$ cat config.mk
export PLATFORM = sky130hd
export DESIGN_NAME = div_restoring
export DESIGN_NICKNAME = d
export VERILOG_FILES = /design/src/rtl/div_restoring.sv
export SDC_FILE = /design/constraint.sdc
export NUM_CORES = 1
export LEC_CHECK = 0
export ABC_AREA = 1
export BUFFER_PORTS_ARGS = -buffer_cell sky130_fd_sc_hd__buf_2
export CAP_MARGIN = 0
export CORE_UTILIZATION = 30
export DETAILED_ROUTE_END_ITERATION = 16
export PLACE_DENSITY = 0.45
export REMOVE_ABC_BUFFERS = 1
export SETUP_SLACK_MARGIN = 0.5
export SLEW_MARGIN = 5
export SYNTH_ARGS = -nofsm -noshare
export SYNTH_HDL_FRONTEND = slang
export SYNTH_SLANG_ARGS = --single-unit
export TNS_END_PERCENT = 10
$ cat constraint.sdc
create_clock -name clk -period 5.6 [get_ports clk]
set_input_delay 0.84 -clock clk [delete_from_list [all_inputs] [get_ports clk]]
set_output_delay 0.84 -clock clk [all_outputs]
set_load 0.05 [all_outputs]
$ cat src/rtl/div_restoring.sv
// div_restoring
// ---------------------------------------------------------------------------
// Iterative 32-bit restoring divider for RV32M DIV/DIVU/REM/REMU.
// Quotient and remainder come out together after 34 cycles of go=1. The LOAD
// cycle is cycle 0, ITER1..ITER32 are cycles 1..32 and FINISH is cycle 33.
// The unit returns the RISC-V results for divide-by-zero and for signed
// overflow and never traps.
//
// Ports:
//   clk        in   rising-edge clock
//   reset_n    in   synchronous active-low reset
//   go         in   request, held by the requester until done
//   sign       in   1 = signed (DIV/REM), 0 = unsigned (DIVU/REMU)
//   n          in   [31:0] dividend, sampled in the LOAD cycle only
//   d          in   [31:0] divisor, sampled in the LOAD cycle only
//   done       out  one-cycle pulse, high when quotient/remainder are valid
//   quotient   out  [31:0] quotient, truncated toward zero
//   remainder  out  [31:0] remainder, takes the sign of the dividend
//
// Configuration macro: DIV_FASTPATH_EN
//   When defined, the LOAD cycle detects divide-by-zero and signed overflow.
//   It loads the final result directly and jumps to FINISH, so done asserts
//   in cycle 1.
// ---------------------------------------------------------------------------
module div_restoring (
  input  logic        clk,
  input  logic        reset_n,
  input  logic        go,
  input  logic        sign,
  input  logic [31:0] n,
  input  logic [31:0] d,
  output logic        done,
  output logic [31:0] quotient,
  output logic [31:0] remainder
);

  // One-hot sequencer phases.
  localparam logic [33:0] ST_LOAD   = 34'h0_0000_0001;
  localparam logic [33:0] ST_ITER1  = 34'h0_0000_0002;
  localparam logic [33:0] ST_FINISH = 34'h2_0000_0000;

  // Magnitude of a 32-bit operand. The most negative value maps onto itself,
  // which is the correct unsigned magnitude 0x80000000.
  function automatic logic [31:0] abs32(input logic [31:0] v, input logic s);
    if (s & v[31]) begin
      return 32'd0 - v;
    end else begin
      return v;
    end
  endfunction

  logic [33:0] r_state;
  logic [31:0] r_q;      // dividend being shifted out / quotient shifted in
  logic [31:0] r_d;      // divisor magnitude
  // Partial remainder. It always stays below the divisor, so its top bit
  // would never be set. It is therefore held as 32 bits.
  logic [31:0] r_p;
  logic        r_neg_q;
  logic        r_neg_r;

  logic [32:0] w_trial;
  logic        w_neg_q;
  logic        w_neg_r;
  logic        w_iter;

  // Trial subtraction of the divisor from the shifted partial remainder.
  assign w_trial = {r_p, r_q[31]} - {1'b0, r_d};
  // A zero divisor must not negate the all-ones quotient.
  assign w_neg_q = sign & (n[31] ^ d[31]) & (d != 32'd0);
  assign w_neg_r = sign & n[31];
  assign w_iter  = |r_state[32:1];

`ifdef DIV_FASTPATH_EN
  logic w_div_zero;
  logic w_ovf;
  assign w_div_zero = (d == 32'd0);
  assign w_ovf      = sign & (n == 32'h8000_0000) & (d == 32'hFFFF_FFFF);
`endif

  // Sequencer plus datapath registers: load, iterate, finish, abort.
  always_ff @(posedge clk) begin
    if (!reset_n) begin
      r_state <= ST_LOAD;
      r_q     <= 32'd0;
      r_d     <= 32'd0;
      r_p     <= 32'd0;
      r_neg_q <= 1'b0;
      r_neg_r <= 1'b0;
    end else if (r_state[0]) begin
      if (go) begin
`ifdef DIV_FASTPATH_EN
        if (w_div_zero) begin
          r_q     <= 32'hFFFF_FFFF;
          r_p     <= n;
          r_d     <= 32'd0;
          r_neg_q <= 1'b0;
          r_neg_r <= 1'b0;
          r_state <= ST_FINISH;
        end else if (w_ovf) begin
          r_q     <= 32'h8000_0000;
          r_p     <= 32'd0;
          r_d     <= 32'd0;
          r_neg_q <= 1'b0;
          r_neg_r <= 1'b0;
          r_state <= ST_FINISH;
        end else begin
          r_q     <= abs32(n, sign);
          r_d     <= abs32(d, sign);
          r_p     <= 32'd0;
          r_neg_q <= w_neg_q;
          r_neg_r <= w_neg_r;
          r_state <= ST_ITER1;
        end
`else
        r_q     <= abs32(n, sign);
        r_d     <= abs32(d, sign);
        r_p     <= 32'd0;
        r_neg_q <= w_neg_q;
        r_neg_r <= w_neg_r;
        r_state <= ST_ITER1;
`endif
      end else begin
        r_state <= ST_LOAD;
      end
    end else if (!go) begin
      // The requester abandoned the operation.
      r_state <= ST_LOAD;
    end else if (r_state[33]) begin
      r_state <= ST_LOAD;
    end else if (w_iter) begin
      if (!w_trial[32]) begin
        r_p <= w_trial[31:0];
        r_q <= {r_q[30:0], 1'b1};
      end else begin
        r_p <= {r_p[30:0], r_q[31]};
        r_q <= {r_q[30:0], 1'b0};
      end
      r_state <= {r_state[32:0], 1'b0};
    end else begin
      // A corrupted (non one-hot) state recovers to LOAD.
      r_state <= ST_LOAD;
    end
  end

  // Result sign correction. It is combinational from the registers.
  always_comb begin
    done      = r_state[33] & go;
    quotient  = r_q;
    remainder = r_p;
    if (r_neg_q) begin
      quotient = 32'd0 - r_q;
    end else begin
      quotient = r_q;
    end
    if (r_neg_r) begin
      remainder = 32'd0 - r_p;
    end else begin
      remainder = r_p;
    end
  end

endmodule

# After elaboration in Yosys (flattened, before gate mapping)
# Index checks and enable logic that the tools add are counted.
# classes
add_sub_neg	5
n_mul	0
n_div	0
n_lt_le_gt_ge	0
eq_ne	1
shifts	0
mux	21
bitwise	6
n_reduce_logical	5
# op_table
cell	count
32-bit two-way mux	15
34-bit two-way mux	4
1-bit by 32-bit subtractor with 32-bit output, first input constant	4
33-bit by 32-bit subtractor with 33-bit output	1
32-bit nonzero test	1
32-bit OR reduction	1
1-bit AND	5
3-bit AND reduction	1
2-bit two-way mux	1
2-bit != test, second input constant	1
2-bit AND reduction	1
2-bit nonzero test	1
1-bit two-way mux	1
1-bit XOR	1
# word_totals
ff_bits	132
latchBits	0
ram_bits	0
mem_bits_ro	0
inputBits	68
out_inout_bits	65
wordCells	44
n_memories	0

# Longest topological paths before layout
# Gate-level depths: netlist (run 1).
# logic_depth
word_depth	6
ltp_mapped	18
ltp_nobuf	17

# Worst setup path before layout (run 1)
# No wires, ideal clock.
# synth_path
path_kind	flip-flop to output port
from	register r_p[0]
to	output remainder[24]
t_arrival_ns	2.252
required_ns	4.760
setup_slack_ns	2.508
path_stages_with_launch	11
n_path_buf	0
cell_sequence	dfxtp_1 -> inv_1 -> ha_1 -> nand3_1 -> nor2_1 -> nand2_1 -> o21ai_2 -> nand2_1 -> nor2_2 -> o21ai_1 -> xor2_1
# synth_via
elab_chain_cells	2
# synth_rtl
element	line	text
from (decl)	57	logic [31:0] r_p;
from (signal assigned)	132	r_p <= w_trial[31:0];
from (signal assigned)	135	r_p <= {r_p[30:0], r_q[31]};
1-bit by 32-bit subtractor with 32-bit output	156	remainder = 32'd0 - r_p;
32-bit two-way mux	155	if (r_neg_r) begin
to (decl)	34	output logic [31:0] remainder
# Every way passes these cells.

# Final worst setup path (run 1)
# Same ends and word-level chain as after synthesis.

==> results.sh, run 1 <==
export IMPL_clock_insertion_delay_worst_skew_ps=430
export IMPL_grt_pass1_wl_microns=63200
export IMPL_status="finished clean"
export IMPL_cp_slowest_cell="dfxtp_1"
export IMPL_maxCapViolations=0
export IMPL_routed_wl_microns=40400
export IMPL_drt_first_iter_violations=793
export IMPL_tns_ps=0
export IMPL_root_buffer="clkbuf_16"
export IMPL_fin_util=0.349
export IMPL_holdBufCountCts=0
export IMPL_relSlewSlack=0.369
export IMPL_crit_type="flop to output pin"
export IMPL_vias=12100
export IMPL_ant_nets=0
export IMPL_grt_max_degree=40
export IMPL_critPathMostFrequentCell="nand2_1"
export IMPL_pre_cts_slack_ps=2020
export IMPL_r2r_start="r_q[31]"
export IMPL_tightestPinTransition_ps=946
export IMPL_synthesis_area_sq_mm=0.0114
export IMPL_crit_buf_inv=2
export IMPL_avgSynthCellArea_sq_um=5.78
export IMPL_hold_violations=0
export IMPL_wl_per_cell_microns=15.5
export IMPL_slew_viol_final=0
export IMPL_netlist_top_cells_area="dfxtp_1, nand2_1, inv_1"
export IMPL_critPathRequiredTime_ps=4760
export IMPL_cts_buffers=17
export IMPL_setup_ws_ps=1780
export IMPL_ys_ff_latch=132
export IMPL_synthCells=1973
export IMPL_startpoint="r_p[0]"
export IMPL_start_kind="flop"
export IMPL_dp_hpwl_microns=32400
export IMPL_core_area_sq_mm=0.0375
export IMPL_synth_edf_count=0
export IMPL_clkTransAtPathRegs_ps=70
export IMPL_io_pins=133
export IMPL_rsz0062_at_grt="false"
export IMPL_path_cells="inv_1, ha_1, nand3_1, nor2_1, nand2_1, o21ai_2, nand2_1, nor2_2, o21ai_1, xor2_1, buf_2"
export IMPL_ys_warn_count=0
export IMPL_drtPass1Iterations=5
export IMPL_track_usage=0.211
export IMPL_max_freq_mhz=262
export IMPL_cp_data_arrival_time_ps=2980
export IMPL_syn_to_final_growth_pct=14.8
export IMPL_cts_post_setup_buffers_inserted=0
export IMPL_hold_path_startpoint="r_state[11]"
export IMPL_fin_area_sq_mm=0.0131
export IMPL_nets=2179
export IMPL_port_buffers=132
export IMPL_peakVddDrop_v=0.000203
export IMPL_async_flop_share=0
export IMPL_dpl_cell_area_sq_mm=0.0124
export IMPL_yosys_area_top_type="dfxtp_1"
export IMPL_cts_resized=0
export IMPL_crit_path_max_incr_delay_ps=350
export IMPL_htree_num_levels=4
export IMPL_die_h_microns=197
export IMPL_cp_top_family="simple AND/OR/NAND/NOR gates"
export IMPL_synthFlopType="dfxtp_1"
export IMPL_drcViolationCount=0
export IMPL_power_density_mw_per_mm2=230
export IMPL_gr_total_overflow=0
export IMPL_antenna_found_initial=11
export IMPL_synth_top_area_share=0.232
export IMPL_cts_path_max_buffers=2
export IMPL_grt_pass1_vias=11700
export IMPL_gp_congestion=0.884
export IMPL_start_util=0.304
export IMPL_drt_vias_per_instance=4.67
export IMPL_tritoncts="built"
export IMPL_hold_class="flop to flop"
export IMPL_synth_seq_area_share=0.232
export IMPL_crit_fanout=4
export IMPL_drive_gt1_frac=0.106
export IMPL_die_w_microns=197
export IMPL_min_period_ps=3820
export IMPL_rows=71
export IMPL_clock_sinks=132
export IMPL_end_kind="output pin"
export IMPL_worst_clock_skew_ps=15.3
export IMPL_dieArea_sq_mm=0.0388
export IMPL_setup_violations=0
export IMPL_fin_crit_sh=0.683
export IMPL_p_leak_nw=7.07
export IMPL_synth_cell_types=47
## logic make-up (layout without fill, tap and decap cells)
kind of cell,after synthesis,count (layout),share of synthesized area
xor+xnor,97,97,0.0745
fa+ha+maj,37,37,0.0413
flops,132,132,0.232
compound gates,188,188,0.0929
simple gates,1118,1118,0.419
buf+inv,401,515,0.140
other cells,0,4,0
## report_power, final
| part | switching [W] | internal (W) | leakage, nW |
|---|---|---|---|
| Clock | 0.000536 | 0.000689 | 0.311 |
| Combinational | 0.000557 | 0.000213 | 5.68 |
| Sequential | 0.0000378 | 0.000982 | 1.08 |
## cell type report
class | instances | area, sq um
sequential | 132 | 2640
tap | 511 | 639
antenna | 4 | 10.0
multi-input combinational | 1440 | 7150
inverter | 344 | 1290
clock inverter | 15 | 209
clock buffer | 17 | 425
fill | 4351 | 24400
timing repair buffer | 139 | 713
## synthesized netlist by cell type, drive strengths merged (2+ instances only)
cell       n
nand3b    11
nor2     202
a21oi     70
o211ai    11
o21ai     83
dfxtp    132
nor4       5
a21o       2
a31oi      4
and2       4
nor3      29
xor2      81
o31ai      6
clkbuf    25
o21bai     6
ha        36
clkinv     2
xnor2     16
nand2    652
inv      342
o2111ai    2
nand4     37
buf       32
or2        4
nand3    174
## state kept, by name, summed over array words and instances, names as in the netlist
name	flops
r_state	34
r_d	32
r_p	32
r_q	32
r_neg_q	1
r_neg_r	1
## routing by layer
metal | GRT usage | routed length (microns) | part of all wire | up-vias
met5 | 0 | 82 | 0.0020 | -
met4 | 0.0511 | 617 | 0.015 | 14
met3 | 0.0368 | 1820 | 0.045 | 45
met2 | 0.372 | 19700 | 0.49 | 257
met1 | 0.264 | 18100 | 0.45 | 5484
li1 | - | - | - | 6340
## placed cells by master, fill, tap and decap left out, types with 6 or more instances in the layout
master,n
buf_4,7
ha_1,36
nor2_1,196
o21ai_0,76
xor2_1,81
buf_2,132
xnor2_1,16
o211ai_1,11
o31ai_1,6
nand2_2,21
inv_1,339
nand3_1,172
nand3b_1,11
dfxtp_1,132
a21oi_1,66
nor3_1,25
o21bai_1,6
nand2_1,626
clkbuf_16,17
nand4_1,37
## worst paths after layout
| kind | slack [ps] | to | cells after the start |
|---|---|---|---|
| setup / recovery | 1780 | remainder[24] | 11 |
| hold / removal | 430 | r_state[12] | 2 |
| setup reg to reg | 2510 | r_q[0] | 16 |
| hold reg to reg | 430 | r_state[12] | 2 |
## tightest hold or removal path: stages (launching register included)
cell,delay (ps)
dfxtp_1,310
inv_1,50
nor2_1,30
## metrics by stage
step / total power (W) / instances / hold WS [ps]
after floorplan: 0.00157 / 1916 / 409
after global placement: 0.00181 / 2566 / 414
after detailed placement: 0.00181 / 2566 / 421
after CTS: 0.00305 / 2598 / 432
after global routing: 0.00317 / 2598 / 453
final: 0.00302 / 2602 / 429
Power figures use the tool's default switching activity.
==> run 2: changes to the inputs <==
==> constraint.sdc (replaced) <==
create_clock -name clk -period 3.9 [get_ports clk]
set_input_delay 0.585 -clock clk [delete_from_list [all_inputs] [get_ports clk]]
set_output_delay 0.585 -clock clk [all_outputs]
set_load 0.05 [all_outputs]
==> run 2 against run 1 <==
  * First-iteration DRC count down 5.2%
  * Clock skew up 0.99 ps
  * Register-to-register slack lost 1600 ps
  * Die area unchanged
  * Utilization grew 0.22 points
  * Sequential cell count is the same
  * Global-route usage rose by 0.58 points
  * Critical path depth stayed put
  * Largest power group unchanged
==> results.sh, run 2 (synthesized netlist as in run 1, its figures left out) <==
export IMPL_status="finished clean"
export IMPL_tritoncts="built"
export IMPL_start_util=0.304
export IMPL_grt_max_degree=41
export IMPL_ant_nets=0
export IMPL_grt_pass1_wl_microns=65200
export IMPL_setup_violations=0
export IMPL_largest_register_ffs=34
export IMPL_min_period_ps=3230
export IMPL_rows=71
export IMPL_cts_buffers=17
export IMPL_critPathRequiredTime_ps=3310
export IMPL_rsz0062_at_grt="true"
export IMPL_drt_vias_per_instance=4.65
export IMPL_power_density_mw_per_mm2=325
export IMPL_fin_crit_sh=0.828
export IMPL_hold_slack_ps=429
export IMPL_final_common_cell="nand2_1"
export IMPL_hold_violations=0
export IMPL_dpl_cell_area_sq_mm=0.0125
export IMPL_gr_total_overflow=0
export IMPL_clock_sinks=132
export IMPL_nets=2189
export IMPL_p_leak_nw=7.10
export IMPL_tns_ps=0
export IMPL_clock_insertion_delay_worst_skew_ps=440
export IMPL_hold_class="flop to flop"
export IMPL_dp_hpwl_microns=33100
export IMPL_final_cell_mix="nand2_1, inv_1, nor2_1"
export IMPL_grt_pass1_vias=11900
export IMPL_pre_cts_slack_ps=982
export IMPL_holdBufCountCts=0
export IMPL_cp_top_family="simple AND/OR/NAND/NOR gates"
export IMPL_drtPass1Iterations=5
export IMPL_slew_viol_final=0
export IMPL_clkTransAtPathRegs_ps=70
export IMPL_setup_ws_ps=670
export IMPL_end_kind="output pin"
export IMPL_cp_slowest_cell="dfxtp_1"
export IMPL_drt_first_iter_violations=752
export IMPL_routed_wl_microns=41200
export IMPL_maxCapViolations=0
export IMPL_crit_path_max_incr_delay_ps=340
export IMPL_die_h_microns=197
export IMPL_fin_area_sq_mm=0.0132
export IMPL_start_kind="flop"
export IMPL_path_cells="inv_1, ha_1, nand3_1, nor2_1, nand2_1, o21ai_4, nand2_2, nor2_2, o21ai_1, xor2_1, clkbuf_4"
export IMPL_syn_to_final_growth_pct=15.5
export IMPL_track_usage=0.217
export IMPL_drive_gt1_frac=0.111
export IMPL_regMostFlops="r_state"
export IMPL_crit_type="flop to output pin"
export IMPL_htree_num_levels=4
export IMPL_drcViolationCount=0
export IMPL_vias=12100
export IMPL_crit_fanout=4
export IMPL_wl_per_cell_microns=15.8
export IMPL_peakVddDrop_v=0.000328
export IMPL_antenna_found_initial=11
export IMPL_tightestPinTransition_ps=935
export IMPL_dieArea_sq_mm=0.0388
export IMPL_worst_clock_skew_ps=16.3
export IMPL_die_w_microns=197
export IMPL_cp_data_arrival_time_ps=2650
export IMPL_relSlewSlack=0.376
export IMPL_core_area_sq_mm=0.0375
export IMPL_root_buffer="clkbuf_16"
export IMPL_cts_path_max_buffers=2
export IMPL_io_pins=133
export IMPL_port_buffers=132
export IMPL_max_freq_mhz=310
export IMPL_total_power_w=0.00428
export IMPL_crit_buf_inv=2
export IMPL_gp_congestion=0.904
run 2: final timing paths:
kind,from,endpoint,slack [ps],cells past startpoint
worst max-delay path,r_p[0],remainder[24],670,11
worst min-delay path,r_state[3],r_state[4],430,2
worst max register to register,r_q[31],r_p[24],950,17
worst min register to register,r_state[3],r_state[4],430,2
run 2: through the flow:
| step | utilization | instances |
|---|---|---|
| global route | 0.351 | 2608 |
| global placement | 0.334 | 2573 |
| floorplan | - | 1916 |
| detailed placement | 0.334 | 2573 |
| finish | 0.351 | 2612 |
| CTS | 0.350 | 2605 |
run 2: area by class of cell:
cell class | count | area (sq um)
flip-flops and latches | 132 | 2640
multi-input cells | 1440 | 7170
clock buffers | 17 | 425
clock inverters | 15 | 184
diodes | 4 | 10.0
well taps | 511 | 639
repair buffers | 149 | 806
inverters | 344 | 1290
fillers | 4350 | 24300
run 2: what timing repair did:
action,4_1_cts,5_1_grt
setup buffers,0,3
endpoints found under the setup margin,0,11
gates resized for setup,0,5
run 2: metal layers:
metal / track usage / part of all wire / up-vias
li1: - / - / 6370
met1: 0.274 / 0.46 / 5457
met2: 0.375 / 0.47 / 252
met3: 0.0366 / 0.042 / 55
met4: 0.0606 / 0.020 / 14
met5: 0 / 0.0021 / -
run 2: where the power goes:
group	internal [W]	leakage, nW	switching (W)
sequential	0.00141	1.08	0.0000569
combinational	0.000313	5.73	0.000813
clock	0.000920	0.295	0.000769
total	0.00264	7.10	0.00164
run 2: worst reg2reg max path, stage by stage, from the launching register on:
cell and delay (ps):
dfxtp_1 350, inv_1 110, ha_1 250, fa_1 420, inv_1 110, nand2_1 60
nand2_1 80, nand3_1 150, nand2_2 160, nand2_2 80, nand2_4 70, nand2_4 70
nand2_4 80, nand2_4 210, nand2_4 400, nand2_1 120, nand3_1 90, nand2_1 50
